File: config.mk
export PLATFORM = sky130hd
export DESIGN_NAME = uart_tx_buffered
export DESIGN_NICKNAME = d
export VERILOG_FILES = /design/src/rtl/uart_pkg.sv /design/src/rtl/uart_tx_fifo.sv /design/src/rtl/uart_tx_buffered.sv
export SDC_FILE = /design/constraint.sdc
export NUM_CORES = 1
export LEC_CHECK = 0
export BUFFER_PORTS_ARGS = -buffer_cell sky130_fd_sc_hd__buf_2
export CAP_MARGIN = 20
export CORE_ASPECT_RATIO = 1.75
export CORE_MARGIN = 10
export CORE_UTILIZATION = 35
export CTS_CLUSTER_DIAMETER = 30
export CTS_CLUSTER_SIZE = 40
export DETAILED_ROUTE_END_ITERATION = 12
export GPL_ROUTABILITY_DRIVEN = 0
export PLACE_DENSITY_LB_ADDON = 0.05
export SYNTH_ARGS = -nofsm -noshare
export SYNTH_HDL_FRONTEND = slang
export SYNTH_SLANG_ARGS = --single-unit
export TNS_END_PERCENT = 5
File: constraint.sdc
create_clock -name i_Clock -period 3.1 [get_ports i_Clock]
set_input_delay 0.62 -clock i_Clock [delete_from_list [all_inputs] [get_ports i_Clock]]
set_output_delay 0.62 -clock i_Clock [all_outputs]
set_load 0.03 [all_outputs]
File: src/rtl/uart_pkg.sv
// Shared UART definitions: FSM state encoding, data width and line idle level.
// Latency: none (constants and types only).
// Backpressure: none (no datapath).
package uart_pkg;

    localparam int   UART_DATA_W = 8;
    localparam logic LINE_IDLE   = 1'b1;

    // TX_PARITY_BIT only exists when even parity is compiled in.
    typedef enum logic [2:0] {
        IDLE          = 3'd0,
        TX_START_BIT  = 3'd1,
        TX_DATA_BITS  = 3'd2,
`ifdef UART_TX_PARITY_EN
        TX_PARITY_BIT = 3'd3,
`endif
        TX_STOP_BIT   = 3'd4
    } tx_state_t;

endpackage

File: src/rtl/uart_tx_fifo.sv
// Synchronous byte FIFO with the head entry visible combinationally.
// Latency: a pushed byte is at the head one edge after the push.
// Backpressure: o_full is registered; a push while full is dropped.
module uart_tx_fifo
    import uart_pkg::*;
#(
    parameter int DEPTH = 4,
    parameter int W     = UART_DATA_W
) (
    input  logic                     i_Clock,
    input  logic                     i_Reset,
    input  logic                     i_push,
    input  logic [W-1:0]             i_push_dat,
    input  logic                     i_pop,
    output logic [W-1:0]             o_head_dat,
    output logic                     o_full,
    output logic                     o_empty,
    output logic [$clog2(DEPTH):0]   o_count
);

    localparam int AW = $clog2(DEPTH);
    localparam int CW = AW + 1;

    logic [W-1:0]  r_mem [DEPTH];
    logic [AW-1:0] r_wr_ptr;
    logic [AW-1:0] r_rd_ptr;
    logic [CW-1:0] r_count;
    logic          r_full;

    logic          w_push;
    logic          w_pop;
    logic          w_empty;
    logic [CW-1:0] w_count_nxt;

    assign w_empty = (r_count == '0);
    assign w_push  = i_push & ~r_full;
    assign w_pop   = i_pop & ~w_empty;

    // Next occupancy; a simultaneous push and pop leaves it unchanged.
    always_comb begin
        w_count_nxt = r_count;
        case ({w_push, w_pop})
            2'b10:   w_count_nxt = r_count + CW'(1);
            2'b01:   w_count_nxt = r_count - CW'(1);
            default: w_count_nxt = r_count;
        endcase
    end

    // Pointers, occupancy and the registered full flag.
    always_ff @(posedge i_Clock or posedge i_Reset) begin
        if (i_Reset) begin
            r_wr_ptr <= '0;
            r_rd_ptr <= '0;
            r_count  <= '0;
            r_full   <= 1'b0;
        end else begin
            if (w_push) r_wr_ptr <= r_wr_ptr + AW'(1);
            if (w_pop)  r_rd_ptr <= r_rd_ptr + AW'(1);
            r_count <= w_count_nxt;
            r_full  <= (w_count_nxt == CW'(DEPTH));
        end
    end

    // Storage array; contents need no reset because occupancy gates reads.
    always_ff @(posedge i_Clock) begin
        if (w_push) r_mem[r_wr_ptr] <= i_push_dat;
    end

    assign o_head_dat = r_mem[r_rd_ptr];
    assign o_full     = r_full;
    assign o_empty    = w_empty;
    assign o_count    = r_count;

endmodule

File: src/rtl/uart_tx_buffered.sv
// Buffered UART transmitter (8 data bits LSB first, 1 start, 1 stop; even parity with UART_TX_PARITY_EN).
// Latency: a byte written into an idle, empty FIFO starts its start bit one edge after the write.
// Backpressure: o_TX_Ready low while the FIFO is full; writes while not ready are dropped.
module uart_tx_buffered
    import uart_pkg::*;
#(
    parameter int CLKS_PER_BIT = 217,
    parameter int FIFO_DEPTH   = 4
) (
    input  logic                          i_Clock,
    input  logic                          i_Reset,
    input  logic                          i_TX_DV,
    input  logic [7:0]                    i_TX_Byte,
    output logic                          o_TX_Ready,
    output logic                          o_TX_Serial,
    output logic                          o_TX_Active,
    output logic                          o_TX_Done,
    output logic [$clog2(FIFO_DEPTH):0]   o_FIFO_Count
);

    localparam int               CNT_W    = $clog2(CLKS_PER_BIT);
    localparam logic [CNT_W-1:0] LAST_CNT = CNT_W'(CLKS_PER_BIT - 1);

    tx_state_t                r_state;
    logic [CNT_W-1:0]         r_clk_cnt;
    logic [2:0]               r_bit_idx;
    logic [UART_DATA_W-1:0]   r_shift;
    logic                     r_serial;
    logic                     r_active;
    logic                     r_done;
`ifdef UART_TX_PARITY_EN
    logic                     r_parity;
`endif

    logic [UART_DATA_W-1:0]   w_head_dat;
    logic                     w_full;
    logic                     w_empty;
    logic                     w_pop;

    // The FSM takes the head byte whenever it is idle and something is queued.
    assign w_pop = (r_state == IDLE) && !w_empty;

    uart_tx_fifo #(
        .DEPTH (FIFO_DEPTH),
        .W     (UART_DATA_W)
    ) u_fifo (
        .i_Clock    (i_Clock),
        .i_Reset    (i_Reset),
        .i_push     (i_TX_DV),
        .i_push_dat (i_TX_Byte),
        .i_pop      (w_pop),
        .o_head_dat (w_head_dat),
        .o_full     (w_full),
        .o_empty    (w_empty),
        .o_count    (o_FIFO_Count)
    );

    // Frame sequencer: each non-idle state lasts CLKS_PER_BIT cycles, outputs registered.
    always_ff @(posedge i_Clock or posedge i_Reset) begin
        if (i_Reset) begin
            r_state   <= IDLE;
            r_clk_cnt <= '0;
            r_bit_idx <= '0;
            r_shift   <= '0;
            r_serial  <= LINE_IDLE;
            r_active  <= 1'b0;
            r_done    <= 1'b0;
`ifdef UART_TX_PARITY_EN
            r_parity  <= 1'b0;
`endif
        end else begin
            r_done <= 1'b0;
            case (r_state)
                IDLE: begin
                    r_serial  <= LINE_IDLE;
                    r_active  <= 1'b0;
                    r_clk_cnt <= '0;
                    if (!w_empty) begin
                        r_shift  <= w_head_dat;
`ifdef UART_TX_PARITY_EN
                        r_parity <= ^w_head_dat;
`endif
                        r_serial <= 1'b0;
                        r_active <= 1'b1;
                        r_state  <= TX_START_BIT;
                    end
                end
                TX_START_BIT: begin
                    if (r_clk_cnt == LAST_CNT) begin
                        r_clk_cnt <= '0;
                        r_bit_idx <= '0;
                        r_serial  <= r_shift[0];
                        r_state   <= TX_DATA_BITS;
                    end else begin
                        r_clk_cnt <= r_clk_cnt + CNT_W'(1);
                    end
                end
                TX_DATA_BITS: begin
                    if (r_clk_cnt == LAST_CNT) begin
                        r_clk_cnt <= '0;
                        if (r_bit_idx == 3'd7) begin
`ifdef UART_TX_PARITY_EN
                            r_serial <= r_parity;
                            r_state  <= TX_PARITY_BIT;
`else
                            r_serial <= LINE_IDLE;
                            r_state  <= TX_STOP_BIT;
`endif
                        end else begin
                            r_bit_idx <= r_bit_idx + 3'd1;
                            r_shift   <= r_shift >> 1;
                            r_serial  <= r_shift[1];
                        end
                    end else begin
                        r_clk_cnt <= r_clk_cnt + CNT_W'(1);
                    end
                end
`ifdef UART_TX_PARITY_EN
                TX_PARITY_BIT: begin
                    if (r_clk_cnt == LAST_CNT) begin
                        r_clk_cnt <= '0;
                        r_serial  <= LINE_IDLE;
                        r_state   <= TX_STOP_BIT;
                    end else begin
                        r_clk_cnt <= r_clk_cnt + CNT_W'(1);
                    end
                end
`endif
                TX_STOP_BIT: begin
                    if (r_clk_cnt == LAST_CNT) begin
                        r_clk_cnt <= '0;
                        r_active  <= 1'b0;
                        r_done    <= 1'b1;
                        r_state   <= IDLE;
                    end else begin
                        r_clk_cnt <= r_clk_cnt + CNT_W'(1);
                    end
                end
                default: begin
                    r_state   <= IDLE;
                    r_serial  <= LINE_IDLE;
                    r_active  <= 1'b0;
                    r_clk_cnt <= '0;
                end
            endcase
        end
    end

    assign o_TX_Ready  = ~w_full;
    assign o_TX_Serial = r_serial;
    assign o_TX_Active = r_active;
    assign o_TX_Done   = r_done;

endmodule

# After elaboration in Yosys (flattened, before gate mapping)
# Memory sizes are Yosys's and may differ from the RTL's.
# Cells that the tools add are included.
word_totals:
  ff_bits: 33
  ram_bits: 32
  in_bits: 11
  word_cells: 79
  n_memories: 1
op_classes:
  add_sub_neg: 6
  eq_ne: 14
  n_mux: 28
  bitwise_logic: 6
  reduce_logical: 13
mem_list:
  columns: ["name", "depth", "word_bits", "rd", "rd_clocked_by_memory_dff", "write_ports", "line", "source"]
  rows:
  - ["u_fifo.r_mem", 4, 8, 1, 0, 1, "uart_tx_fifo.sv:24", "logic [W-1:0] r_mem [DEPTH];"]
ops:
  columns: ["cell", "count"]
  rows:
  - ["8-bit two-way mux", 5]
  - ["3-bit two-way mux", 7]
  - ["8-bit one-hot mux with 2 select lines", 1]
  - ["2-bit != test (second input constant)", 6]
  - ["3-bit one-hot mux with 2 select lines", 2]
  - ["3-bit one-hot mux with 4 select lines", 1]
  - ["1-bit two-way mux", 10]
  - ["3-bit equality test (second input constant)", 3]
  - ["8-bit by 1-bit adder with 8-bit output (second input constant)", 1]
  - ["8-bit equality test (second input constant)", 1]
  - ["4-bit AND reduction", 2]
  - ["3-bit by 1-bit adder with 3-bit output (second input constant)", 2]
  - ["3-bit logical NOT", 2]
  - ["5-bit AND reduction", 1]
  - ["2-bit by 1-bit adder with 2-bit output (second input constant)", 2]
  - ["1-bit NOT", 4]
  - ["1-bit one-hot mux with 4 select lines", 1]
  - ["2-bit nonzero test", 2]
  - ["3-bit by 1-bit equality test with 1-bit output (second input constant)", 1]
  - ["3-bit by 2-bit equality test with 1-bit output (second input constant)", 1]
  - ["1-bit one-hot mux with 3 select lines", 1]
  - ["3-bit AND reduction", 1]
  - ["3-bit OR reduction", 1]
  - ["3-bit by 1-bit subtractor with 3-bit output (second input constant)", 1]
  - ["7 further kinds", 8]

# Depth between registers and ports, before layout
# Gate-level depths: netlist of run 1.
logic_depth:
  word_depth: 7
  ltp_mapped: 11
  mapped_depth_nobuf: 9

# Hierarchy
# Synthesis of run 1 repeated with hierarchy kept, for this count alone.
hier_totals:
  hier_cells: 205
  hier_area_um2: 2991.6
modules_own_cells:
  columns: ["mod", "instances", "cells_each", "area_per_inst_um2"]
  rows:
  - ["uart_tx_fifo", 1, 84, 1606.5]
  - ["uart_tx_buffered", 1, 121, 1385.1]

# Least setup slack after synthesis of run 1
# No wires, ideal clock.
synth_path:
  path_type: "register to register"
  from: "register r_state[0]"
  to: "register u_fifo.r_full, in the netlist u_fifo.o_full"
  setup_ns: 0.088
  t_arrival_ns: 2.297
  slack_ns: 0.715
  stages_incl_launch_ff: 12
  path_buffers: 2
  synth_period_minus_slack_ns: 2.385
  path_cell_list: "dfrtp_1 > buf_6 > nor3_1 > and2_1 > clkbuf_1 > ha_1 > inv_1 > fa_1 > xor2_1 > nor2_1 > xor2_1 > nor3b_1"
synth_between:
  elab_chain_cells: 6
  elab_cells_between_ends: 7
  cone_classes: "eq/ne (3); mux (1); bitwise (1); reduce/logical (2)"
synth_rtl:
  columns: ["item", "line", "source"]
  rows:
  - ["start: declaration", "uart_tx_buffered.sv:24", "tx_state_t r_state;"]
  - ["start signal: assignment", "uart_tx_buffered.sv:61", "r_state <= IDLE;"]
  - ["start signal: assignment", "uart_tx_buffered.sv:85", "r_state <= TX_START_BIT;"]
  - ["start signal: assignment", "uart_tx_buffered.sv:93", "r_state <= TX_DATA_BITS;"]
  - ["3-bit logical NOT *", "uart_tx_buffered.sv:41", "assign w_pop = (r_state == IDLE) && !w_empty;"]
  - ["1-bit logical AND *", "uart_tx_buffered.sv:41", null]
  - ["via u_fifo.i_pop", "uart_tx_fifo.sv:14", "input logic i_pop,"]
  - ["1-bit AND *", "uart_tx_fifo.sv:37", "assign w_pop = i_pop & ~w_empty;"]
  - ["2-bit by 1-bit equality test with 1-bit output or 2-bit equality test (tied branches)", "uart_tx_fifo.sv:42", "case ({w_push, w_pop})"]
  - ["3-bit one-hot mux with 2 select lines *", "uart_tx_fifo.sv:42", null]
  - ["via u_fifo.w_count_nxt[2]", "uart_tx_fifo.sv:33", "logic [CW-1:0] w_count_nxt;"]
  - ["3-bit equality test *", "uart_tx_fifo.sv:60", "r_full <= (w_count_nxt == CW'(DEPTH));"]
  - ["end signal: assignment", "uart_tx_fifo.sv:60", null]
  - ["end: declaration", "uart_tx_fifo.sv:28", "logic r_full;"]
# Mark *: on every way through the listed nets, which the timed path passes. The rest lies on a longest branch.
# A chain may end at the register's enable or synchronous reset.

# Worst setup path in the final report of run 1
layout_path:
  from: "register r_state[2]"
  to: "register u_fifo.r_full, in the netlist u_fifo.o_full"
layout_between:
  elab_chain_cells: 6
  elab_cells_between_ends: 7
  cone_classes: "eq/ne (3); mux (1); bitwise (1); reduce/logical (2)"
layout_rtl:
  columns: ["item", "line"]
  rows:
  - ["3-bit logical NOT *", "uart_tx_buffered.sv:41"]
  - ["1-bit logical AND *", "uart_tx_buffered.sv:41"]
  - ["1-bit AND *", "uart_tx_fifo.sv:37"]
  - ["2-bit by 1-bit equality test with 1-bit output or 2-bit equality test (tied branches)", "uart_tx_fifo.sv:42"]
  - ["3-bit one-hot mux with 2 select lines *", "uart_tx_fifo.sv:42"]
  - ["via u_fifo.w_count_nxt[2]", "uart_tx_fifo.sv:33"]
  - ["3-bit equality test *", "uart_tx_fifo.sv:60"]
# Marks and branches as above.

==> impl_results.md, run 1 <==
- Worst min path class: primary input to async pin
- CTS Buf Count: 9
- Register share of total power: 42.7%
- TritonCTS clock tree: done
- Fin Setup TNS: 0 ps
- Switch Pwr: 1.048 mW
- Fmax: around 0.39 GHz
- Fin Hold WS: 386.1 ps
- Final Cycle Share: 83.23%
- Io pins: 18
- Critical register-to-register path startpoint: r_state[2]$_DFFE_PP0P_
- Reg2Reg Setup Slack: 520 ps
- CP Capture Type: register
- Seq/Total Area, Yosys: 61.54%
- Global-route wire length before repair: ~10 mm
- Pre-CTS setup slack: 481.4 ps
- Comb pwr share: between 20% and 30%
- P_leak: 1.317 nW
- Length of the first detailed-routing pass in iterations: 4
- Cell Area, Placed: 3062 sq um
- Commonest non-fill, non-tap cells in the layout: dfrtp_1, edfxtp_1, buf_2
- Die Y: 140.5 um
- Worst-Skew Late Latency: 320 ps
- Post-DRT Antenna Nets: 0
- Synth Cell Area: a little under 3000 sq um
- Hpwl dp: 4.409 mm
- Via count: 1683
- 1st-iter DRT viols: 98
- Routed wire length: 5.953 mm
- Final Setup Violations: 0
- Port Buffer Count: 17
- Endpoints failing hold: 0
- Status: finished, final reports clean
- Final Cell Area: 3319 sq um
- Root Driver: clkbuf_16
- CP arrival: approximately 2800 ps
- Pin count of the biggest net entering global routing: 18
- Max rail drop VDD: 0.5079 mV
- Worst setup endpoint: u_fifo.o_full$_DFF_PP0_
- Routed vias/inst: 5.292
- Max Cap Viol: 0
- Antenna violations before repair: 0
- EDFF count, synth: 32
- Share of cells above drive strength 1: 19.74%
- Pwr per Cell Area: approximately 960 nW/um^2
- Ys async rst share: 50.77%
- Final count of pins violating max slew: 0
- Die area: 12490 sq um
- Net Sw Frac: 33.02%
- Reg-to-reg endpoint: u_fifo.o_full$_DFF_PP0_
- Vias in the first global route: just under 2000
- Fin crit period: between 2000 and 3000 ps
- Part of the power in the clock network: 27.4%
- Bufs on Longest Clock Path: 2
- Critical path class: register to register
- #FFs+latches synth: 65
- Req. time, crit path: 3330 ps
- Number of fill cells: 759
- Rel. slew slack: 53.32%
- Fin cells: 318
- P_int: around 2.1 mW
- Unique masters post-synth: 49
- PnR worst setup slack: 520.0 ps
- Global route overflow: 0
- Clk sinks: 65
- Post-Syn Nets: 224
- Cells on worst reg2reg path: 9
- Placed insts: 302
- DRC Markers: 0
- Tot Pwr: 3.174 mW
- Post-CTS Setup Bufs: 0
- Startpoint Class: register
- GRT Resource Usage Total: between 10% and 20%
- Worst-Margin Slew: 695.6 ps
- Chip width: 88.87 um
- Util after Layout: about two fifths
- FP Rows: 43
- RSZ-0062 raised after global routing: false
- Post-cts sizing count: 0
- Worst Clk Skew: 5.102 ps
- Antenna diodes: 0
- Initial core utilization: between 30 and 40%
- Worst setup startpoint: r_state[2]$_DFFE_PP0P_
- Nets: 244
- CORE AREA: 8016 sq um
- Top FF cell, synth: edfxtp_1
- CTS Hold Bufs: 0
- Syn Area/Cell: 14.31 sq um
- Area grow syn2layout: 14.25%
- Wire per inst: roughly 19 um
- CP max FO: 15
- Worst-path clk slew: 50 ps
- Synth warn: 0
- Syn Inst Count: between 200 and 250
- H-tree lvl count: 3
[metal layers]
| metal | vias up | global-route usage (%) | wire (um) |
|---|---|---|---|
| li1 | 782 | - | - |
| met1 | 861 | 9.925 | 2128 |
| met2 | 26 | 19.62 | 3483 |
| met3 | 14 | 2.846 | 156 |
| met4 | 0 | 5.902 | 183 |
| met5 | - | 0 | 0 |
[cell type report]
class	instances	area [sq um]	area share [%]
Clock buffer	12	236.5	7.124
Clock inverter	4	21.27	0.6408
Inverter	14	52.55	1.583
Multi-Input combinational cell	115	1016	30.61
Sequential cell	65	1788	53.86
Tap cell	90	112.6	3.392
Timing Repair Buffer	18	92.59	2.789
[cell families after synthesis]
family | Yosys count | share of synthesized area (%)
flip-flops | 65 | 61.54
adder cells (fa/ha/maj) | 10 | 4.565
multiplexers | 9 | 6.546
AO/OA/AOI/OAI | 34 | 9.389
AND/OR/NAND/NOR | 49 | 10.55
XOR/XNOR | 13 | 3.919
buffers and inverters | 23 | 3.488
[worst max-delay path: stages, from the launching register on]
cell     delay, ps
dfrtp_1        570
nor3_1         320
and2_1         280
ha_1           210
inv_1           60
fa_1           380
xor2_1         150
nor2_1         110
xor2_1         200
nor3b_1        210
[power groups by stage]
stage	clock network [mW]	registers, mW	logic (mW)
floorplan	0	1.32	0.745
global placement	0	1.36	0.916
detailed placement	0	1.38	0.974
CTS	0.898	1.37	0.975
global route	0.930	1.39	1.06
finish	0.869	1.35	0.950
[sequential cells by signal, summed over array words and instances (netlist names), 2 cells and up]
register,count
u_fifo.r_mem,32
r_clk_cnt,8
r_shift,8
r_bit_idx,3
r_state,3
u_fifo.o_count,3
u_fifo.r_rd_ptr,2
u_fifo.r_wr_ptr,2
[Yosys cell counts (4+ instances only)]
library cell	count	area, sq um
ha_1	9	112.6
nand2_1	7	26.28
and2_1	6	37.54
inv_1	14	52.55
o22a_1	14	122.6
edfxtp_1	32	960.9
xor2_1	6	52.55
xnor2_1	7	61.31
dfrtp_1	32	800.8
clkbuf_1	4	15.01
mux4_2	8	180.2
nor2_1	13	48.80
[how the worst min path moves through the flow]
stage                                  start                       end  slack, ps  depth (start not counted)
CTS                                  i_Reset    r_state[1]$_DFFE_PP0P_        410                          2
finish                               i_Reset    r_clk_cnt[0]$_DFF_PP0_        390                          2
global route                         i_Reset    r_state[0]$_DFFE_PP0P_        460                          2
global placement    r_bit_idx[1]$_DFFE_PP0P_  r_bit_idx[1]$_DFFE_PP0P_        480                          1
detailed placement    r_clk_cnt[0]$_DFF_PP0_    r_clk_cnt[0]$_DFF_PP0_        500                          1
floorplan             r_clk_cnt[0]$_DFF_PP0_    r_clk_cnt[0]$_DFF_PP0_        450                          1
No activity file was read; power rests on OpenSTA's default activity.
==> run 2: changes to the inputs <==
Settings changed: ABC_AREA set to 1.
Clock period 3.1 ns to 2.3 ns, I/O delays scaled along.
==> impl_results.md, run 2 <==
- Status: finished, final reports clean (unchanged)
- #FFs+latches synth: 65 (unchanged)
- Part of the power in the clock network: 41.4% (was 27.4%)
- Length of the first detailed-routing pass in iterations: 4 (unchanged)
- RSZ-0062 raised after global routing: false (unchanged)
- Initial core utilization: 35.99% (was 36.24%)
- Synth area leader: edfxtp_1 (unchanged)
- DRC Markers: 0 (unchanged)
- Pre-CTS setup slack: 236.8 ps (was 481.4 ps)
- Hpwl dp: 4.582 mm (was 4.409 mm)
- Unique masters post-synth: 31 (was 49)
- Nets: 400 (was 244)
- Die Y: 144.9 um (was 140.5 um)
- Routed vias/inst: 4.301 (was 5.292)
- PnR worst setup slack: 232.9 ps (was 520.0 ps)
- Worst-Skew Late Latency: 330 ps (was 320 ps)
- Critical register-to-register path startpoint: r_state[1]$_DFFE_PP0P_ (was r_state[2]$_DFFE_PP0P_)
- Max rail drop VDD: 0.4932 mV (was 0.5079 mV)
- P_leak: 1.823 nW (was 1.317 nW)
- Endpoints failing hold: 0 (unchanged)
- Register share of total power: 42.4% (was 42.7%)
- Post-synth top area share: 30.79% (was 33.07%)
- Antenna violations before repair: 0 (unchanged)
- Fin cells: 501 (was 318)
- Cells on worst reg2reg path: 13 (was 9)
- Number of fill cells: 915 (was 759)
- Worst min path class: primary input to async pin (unchanged)
- Top post-synthesis cells by area: edfxtp_1, dfrtp_1, nand2_1, inv_1, nand3_1 (was edfxtp_1, dfrtp_1, mux4_2, o22a_1, ha_1)
- GRT Resource Usage Total: 10.31% (was 10.63%)
- Tot Pwr: 3.429 mW (was 3.174 mW)
- Synth cell count leaders: nand2_1, inv_1, dfrtp_1, edfxtp_1, nor2_1 (was dfrtp_1, edfxtp_1, inv_1, o22a_1, nor2_1)
- Placed insts: 485 (was 302)
- Routed wire length: 6.179 mm (was 5.953 mm)
- CTS Buf Count: 9 (unchanged)
- Vias in the first global route: 2351 (was 1925)
- Root Driver: clkbuf_16 (unchanged)
- Final Cycle Share: 89.87% (was 83.23%)
- Reg2Reg Setup Slack: 230 ps (was 520 ps)
- Top reg by flops: u_fifo.r_mem (unchanged)
- Bufs on Longest Clock Path: 2 (unchanged)
- Ys async rst share: 50.77% (unchanged)
- Post-Syn Nets: 368 (was 224)
- Clk sinks: 65 (unchanged)
- Fmax: 0.4838 GHz (was 0.3876 GHz)
- Fin Setup TNS: 0 ps (unchanged)
- Port Buffer Count: 17 (unchanged)
- Max Cap Viol: 0 (unchanged)
- Post-CTS Setup Bufs: 0 (unchanged)
- 1st-iter DRT viols: 53 (was 98)
- Max reg flops: 32 (unchanged)
- Reg-to-reg endpoint: u_fifo.o_full$_DFF_PP0_ (unchanged)
- CP max FO: 5 (was 15)
- Worst Clk Skew: 5.793 ps (was 5.102 ps)
- Final count of pins violating max slew: 0 (unchanged)
- Post-cts sizing count: 0 (unchanged)
- Area grow syn2layout: 18.40% (was 14.25%)
- Top FF cell, synth: edfxtp_1 (unchanged)
- Global-route wire length before repair: 10.87 mm (was 9.818 mm)
- Util after Layout: 42.61% (was 41.41%)
- FP Rows: 45 (was 43)
- Chip width: 91.38 um (was 88.87 um)
- CTS Hold Bufs: 0 (unchanged)
- Net Sw Frac: 26.44% (was 33.02%)
- Antenna diodes: 0 (unchanged)
- Req. time, crit path: 2510 ps (was 3330 ps)
- Comb pwr share: 16.2% (was 29.9%)
- Startpoint Class: register (unchanged)
- Pin count of the biggest net entering global routing: 19 (was 18)
- Seq/Total Area, Yosys: 57.30% (was 61.54%)
- Synth Cell Area: 3120 sq um (was 2905 sq um)
- Global route overflow: 0 (unchanged)
- Io pins: 18 (unchanged)
- Final Setup Violations: 0 (unchanged)
- Syn Area/Cell: 8.993 sq um (was 14.31 sq um)
- Pwr per Cell Area: 928.0 nW/um^2 (was 956.0 nW/um^2)
- Commonest non-fill, non-tap cell in the layout: nand2_1
- CP Capture Type: register (unchanged)
- Synth warn: 0 (unchanged)
- CORE AREA: 8671 sq um (was 8016 sq um)
- H-tree lvl count: 3 (unchanged)
- Rel. slew slack: 70.89% (was 53.32%)
- Die area: 13240 sq um (was 12490 sq um)
- P_int: 2.522 mW (was 2.126 mW)
- Worst-Margin Slew: 436.6 ps (was 695.6 ps)
- Share of cells above drive strength 1: 16.15% (was 19.74%)
- Syn Inst Count: 347 (was 203)
- TritonCTS clock tree: done (unchanged)
- Top flop regs: u_fifo.r_mem: 32 flops, r_clk_cnt: 8 flops, r_shift: 8 flops (unchanged)
- Critical path class: register to register (unchanged)
- Post-DRT Antenna Nets: 0 (unchanged)
- Wire per inst: 12.33 um (was 18.72 um)
- Switch Pwr: 0.9067 mW (was 1.048 mW)
- Worst-path clk slew: 50 ps (about the same)
- EDFF count, synth: 32 (unchanged)
- CP arrival: 2280 ps (was 2810 ps)
- Count leader, synth: nand2_1
- Fin crit period: 2067 ps (was 2580 ps)
- Commonest non-fill, non-tap cells in the layout: nand2_1, inv_1, dfrtp_1, edfxtp_1, nor2_1 (was dfrtp_1, edfxtp_1, buf_2)
- Via count: 2155 (was 1683)
==> run 2: cell count changes in the layout (fill, tap and decap cells not counted), moves of 3 or more <==
| cell | delta |
|---|---|
| and2_1 | -5 |
| buf_4 | +9 |
| inv_1 | +44 |
| inv_2 | +4 |
| mux4_2 | -8 |
| nand2_1 | +104 |
| nand2_2 | +7 |
| nand3_1 | +23 |
| nor2_1 | +15 |
| nor3_1 | +3 |
| o22a_1 | -14 |
| xnor2_1 | -6 |
==> run 2: power by group through the flow <==
stage | Sequential, mW | Combinational [mW] | Clock [mW]
after CTS | 1.46 | 0.568 | 1.45
after global routing | 1.47 | 0.640 | 1.51
after detailed placement | 1.47 | 0.566 | 0
after global placement | 1.47 | 0.563 | 0
after floorplan | 1.52 | 0.320 | 0
final | 1.45 | 0.554 | 1.42
==> run 2: final cells by class <==
cell class	instances	area [sq um]	share of cell area, %
sequential	65	1788	48.39
inverter	64	247.7	6.705
timing repair buffer	27	160.2	4.335
clock buffer	10	229.0	6.197
clock inverter	6	82.58	2.235
multi-input combinational	212	1041	28.17
tap	117	146.4	3.962
==> run 2: through the flow <==
step	cell area, sq um	hold WS (ps)
after global routing	3695	184.3
after floorplan	3120	442.2
after CTS	3695	156.8
after detailed placement	3383	469.8
final	3695	156.2
after global placement	3383	464.1
==> run 2: cell families after synthesis <==
logic type / share of synthesized area, %
flops: 57.30
compound gates: 1.483
xor+xnor: 1.965
simple gates: 25.66
fa+ha+maj: 4.250
buf+inv: 9.342
==> run 2: critical path: stages, from the launching register on <==
cell and delay, ps:
dfrtp_1 430, inv_2 80, nand2_1 50, nor2_1 110, nand2_2 100, inv_1 100, ha_1 170, inv_1 60
fa_1 420, nand2_1 80, o21ai_0 80, inv_1 70, nor2_1 40, and2_1 150
==> run 2: metal layers <==
metal | up-vias | share of wire, % | global-route usage [%] | wire (um)
met5 | - | 0 | 0 | 0
met4 | 0 | 2.4 | 4.803 | 146
met3 | 10 | 2.3 | 3.043 | 144
met2 | 19 | 55 | 18.84 | 3404
met1 | 995 | 40 | 10.29 | 2484
li1 | 1131 | - | - | -
==> run 2: worst max path at each step <==
stage                                start                      end  cells past startpoint
4_1_cts             r_state[1]$_DFFE_PP0P_  u_fifo.o_full$_DFF_PP0_                     13
2_1_floorplan  u_fifo.o_count[0]$_DFF_PP0_  u_fifo.o_full$_DFF_PP0_                     12
3_5_place_dp        r_state[1]$_DFFE_PP0P_  u_fifo.o_full$_DFF_PP0_                     13
3_3_place_gp        r_state[0]$_DFFE_PP0P_  u_fifo.o_full$_DFF_PP0_                     12
6_report            r_state[1]$_DFFE_PP0P_  u_fifo.o_full$_DFF_PP0_                     13
5_1_grt        u_fifo.o_count[0]$_DFF_PP0_  u_fifo.o_full$_DFF_PP0_                     12
==> run 3: changes to the inputs <==
Settings changed: ABC_CLOCK_PERIOD_IN_PS set to 2300, SYNTH_HIERARCHICAL set to 1.
==> impl_results.md, run 3 <==
- CP arrival: 2360 ps (was 2280 ps)
- Synth cell count leaders: nand2_1, inv_1, nor2_1 (was nand2_1, inv_1, dfrtp_1, edfxtp_1, nor2_1)
- Worst-path clk slew: 50 ps (about the same)
- Fin crit period: 2109 ps (was 2067 ps)
- Antenna violations before repair: 0 (unchanged)
- Via count: 2194 (was 2155)
- Post-synth top area share: 30.84% (was 30.79%)
- Max rail drop VDD: 0.6154 mV (was 0.4932 mV)
- Hpwl dp: 4.982 mm (was 4.582 mm)
- Status: finished, final reports clean (unchanged)
- Family with the most delay on the worst path: adder cells (unchanged)
- Wire per inst: 14.43 um (was 12.33 um)
- Port Buffer Count: 17 (unchanged)
- Top post-synthesis cells by area: edfxtp_1, dfrtp_1, nand2_1, inv_1, nor2_1 (was edfxtp_1, dfrtp_1, nand2_1, inv_1, nand3_1)
- Worst Clk Skew: 5.793 ps (about the same)
- Final Setup Violations: 0 (unchanged)
- Commonest non-fill, non-tap cell in the layout: nand2_1 (unchanged)
- Share of cells above drive strength 1: 20.28% (was 16.15%)
- PnR worst setup slack: 191.0 ps (was 232.9 ps)
- Worst setup startpoint: u_fifo/o_count[1]$_DFF_PP0_ (was r_state[1]$_DFFE_PP0P_)
- Crit-path cells: inv_2, nand3_2, inv_1, inv_1, nand3_2, inv_1, nand2_2, inv_1, ha_1, inv_1, fa_1, inv_1, nand2_1, nand3_1, nand2_1, a21oi_2 (was inv_2, nand2_1, nor2_1, nand2_2, inv_1, ha_1, inv_1, fa_1, nand2_1, o21ai_0, inv_1, nor2_1, and2_1)
- Length of the first detailed-routing pass in iterations: 4 (unchanged)
- RSZ-0062 raised after global routing: false (unchanged)
- Max reg flops: 32 (unchanged)
- Post-Syn Nets: 338 (was 368)
- Clk sinks: 65 (unchanged)
- Ys async rst share: 50.77% (unchanged)
- DRC Markers: 0 (unchanged)
- Slowest cell delay on critical path: 390 ps (was 430 ps)
- CP Capture Type: register (unchanged)
- Nets: 371 (was 400)
- CORE AREA: 8671 sq um (unchanged)
- Final count of pins violating max slew: 0 (unchanged)
- Critical path class: register to register (unchanged)
- #FFs+latches synth: 65 (unchanged)
- Post-DRT Antenna Nets: 0 (unchanged)
- Count leader, synth: nand2_1 (unchanged)
- Final Cell Area: 3681 sq um (was 3695 sq um)
- Final Cycle Share: 91.70% (was 89.87%)
- Worst-Margin Slew: 712.7 ps (was 436.6 ps)
- Pin count of the biggest net entering global routing: 26 (was 19)
- Routed vias/inst: 4.648 (was 4.301)
- Commonest non-fill, non-tap cells in the layout: nand2_1, inv_1, nor2_1 (was nand2_1, inv_1, dfrtp_1, edfxtp_1, nor2_1)
- Vias in the first global route: 2295 (was 2351)
- Bufs on Longest Clock Path: 2 (unchanged)
- TritonCTS clock tree: done (unchanged)
- CP max FO: 3 (was 5)
- Endpoints failing hold: 0 (unchanged)
- Cell Area, Placed: 3357 sq um (was 3383 sq um)
- Syn Inst Count: 317 (was 347)
- Unique masters post-synth: 29 (was 31)
- Pre-CTS setup slack: 138.7 ps (was 236.8 ps)
- Io pins: 18 (unchanged)
- Die Y: 144.8 um (was 144.9 um)
- Top reg by flops: u_fifo/r_mem (was u_fifo.r_mem)
- Synth warn: 6 (was 0)
- Top FF cell, synth: edfxtp_1 (unchanged)
- Antenna diodes: 0 (unchanged)
- Fin Setup TNS: 0 ps (unchanged)
- Routed wire length: 6.811 mm (was 6.179 mm)
- Max stage delay cell, worst path: dfrtp_1 (unchanged)
- Synth Cell Area: 3115 sq um (was 3120 sq um)
- Startpoint Class: register (unchanged)
- Worst Path Buf+Inv: 7 (was 4)
- Synth area leader: edfxtp_1 (unchanged)
- Worst-Skew Late Latency: 330 ps (about the same)
- Pwr per Cell Area: 1432 nW/um^2 (was 928.0 nW/um^2)
- Max Cap Viol: 0 (unchanged)
- Worst path most repeated cell: inv_1 (unchanged)
- Area grow syn2layout: 18.15% (was 18.40%)
- Die area: 13220 sq um (was 13240 sq um)
- EDFF count, synth: 32 (unchanged)
- GRT Resource Usage Total: 10.77% (was 10.31%)
- Chip width: 91.32 um (was 91.38 um)
- 1st-iter DRT viols: 83 (was 53)
- Post-cts sizing count: 0 (unchanged)
- H-tree lvl count: 3 (unchanged)
- Fmax: 0.4742 GHz (was 0.4838 GHz)
- CTS Buf Count: 9 (unchanged)
- CTS Hold Bufs: 0 (unchanged)
- Post-CTS Setup Bufs: 0 (unchanged)
- Syn Area/Cell: 9.828 sq um (was 8.993 sq um)
- FP Rows: 45 (unchanged)
- Root Driver: clkbuf_16 (unchanged)
- Initial core utilization: 35.93% (was 35.99%)
- P_leak: 1.707 nW (was 1.823 nW)
- Rel. slew slack: 52.49% (was 70.89%)
- Seq/Total Area, Yosys: 57.39% (was 57.30%)
- Global route overflow: 0 (unchanged)
- Req. time, crit path: 2550 ps (was 2510 ps)
- Global-route wire length before repair: 10.92 mm (was 10.87 mm)
- Critical register-to-register path startpoint: u_fifo/o_count[1]$_DFF_PP0_ (was r_state[1]$_DFFE_PP0P_)
- Top flop regs: u_fifo/r_mem: 32 flops, r_clk_cnt: 8 flops, r_shift: 8 flops (was u_fifo.r_mem: 32 flops, r_clk_cnt: 8 flops, r_shift: 8 flops)
- Worst min path class: primary input to async pin (unchanged)
-- run 3: routing by layer --
layer | wire length [um] | global-route usage [%] | part of all wire, %
met5 | 0 | 0 | 0
met4 | 125 | 5.468 | 1.8
met3 | 114 | 2.218 | 1.7
met2 | 4071 | 22.37 | 60
met1 | 2500 | 9.189 | 37
-- run 3: power breakdown --
group	total, mW	leakage [nW]	switching [mW]	internal (mW)
clock network	1.40	0.146	0.455	0.941
registers	1.78	0.714	0.221	1.56
logic	2.10	0.847	1.39	0.710
total	5.27	1.71	2.06	3.21
-- run 3: area by class of cell --
cell class,instances,area [sq um]
multi-input cells,207,1120
fillers,897,4990
clock buffers,12,236.5
flip-flops and latches,65,1788
clock inverters,4,67.56
repair buffers,27,160.2
well taps,117,146.4
inverters,40,162.7
-- run 3: per-stage QoR --
step                utilization [%]  hold WS (ps)  total power [mW]  cells
finish                        42.45         84.71             5.271    472
global route                  42.45         102.4             5.674    472
CTS                           42.22         91.89             5.303    472
detailed placement            38.72         436.5             3.874    456
global placement              38.72         436.0             3.865    456
floorplan                         -         275.7             3.331    317
-- run 3: final timing paths --
path	to	slack (ps)	cells past startpoint
worst max-delay path	u_fifo/o_full$_DFF_PP0_	190	16
worst min-delay path	u_fifo/r_wr_ptr[1]$_DFFE_PP0P_	80	2
worst max register to register	u_fifo/o_full$_DFF_PP0_	190	16
worst min register to register	o_TX_Active$_DFFE_PP0P_	470	2
max in group asynchronous	o_TX_Serial$_DFFE_PP1P_	1810	3
min in group i_Clock	u_fifo/r_mem[3][5]$_DFFE_PP_	350	1
-- run 3: kinds of logic after synthesis --
kind of cell	count (synthesis)	synth area share [%]
and+or+nand+nor	159	23.78
DFF	65	57.39
buffers and inverters	45	7.309
AOI/OAI and AO/OA	33	5.863
adders and majority gates	10	4.257
xor gates and xnor gates	5	1.406
-- run 3: worst register-to-register path, delay by kind of cell (launching register included) --
kind / cells / cell delay [ps]
DFF: 1 / 390
buffers and inverters: 7 / 490
adders and majority gates: 2 / 540
and+or+nand+nor: 6 / 510
AOI/OAI and AO/OA: 1 / 120
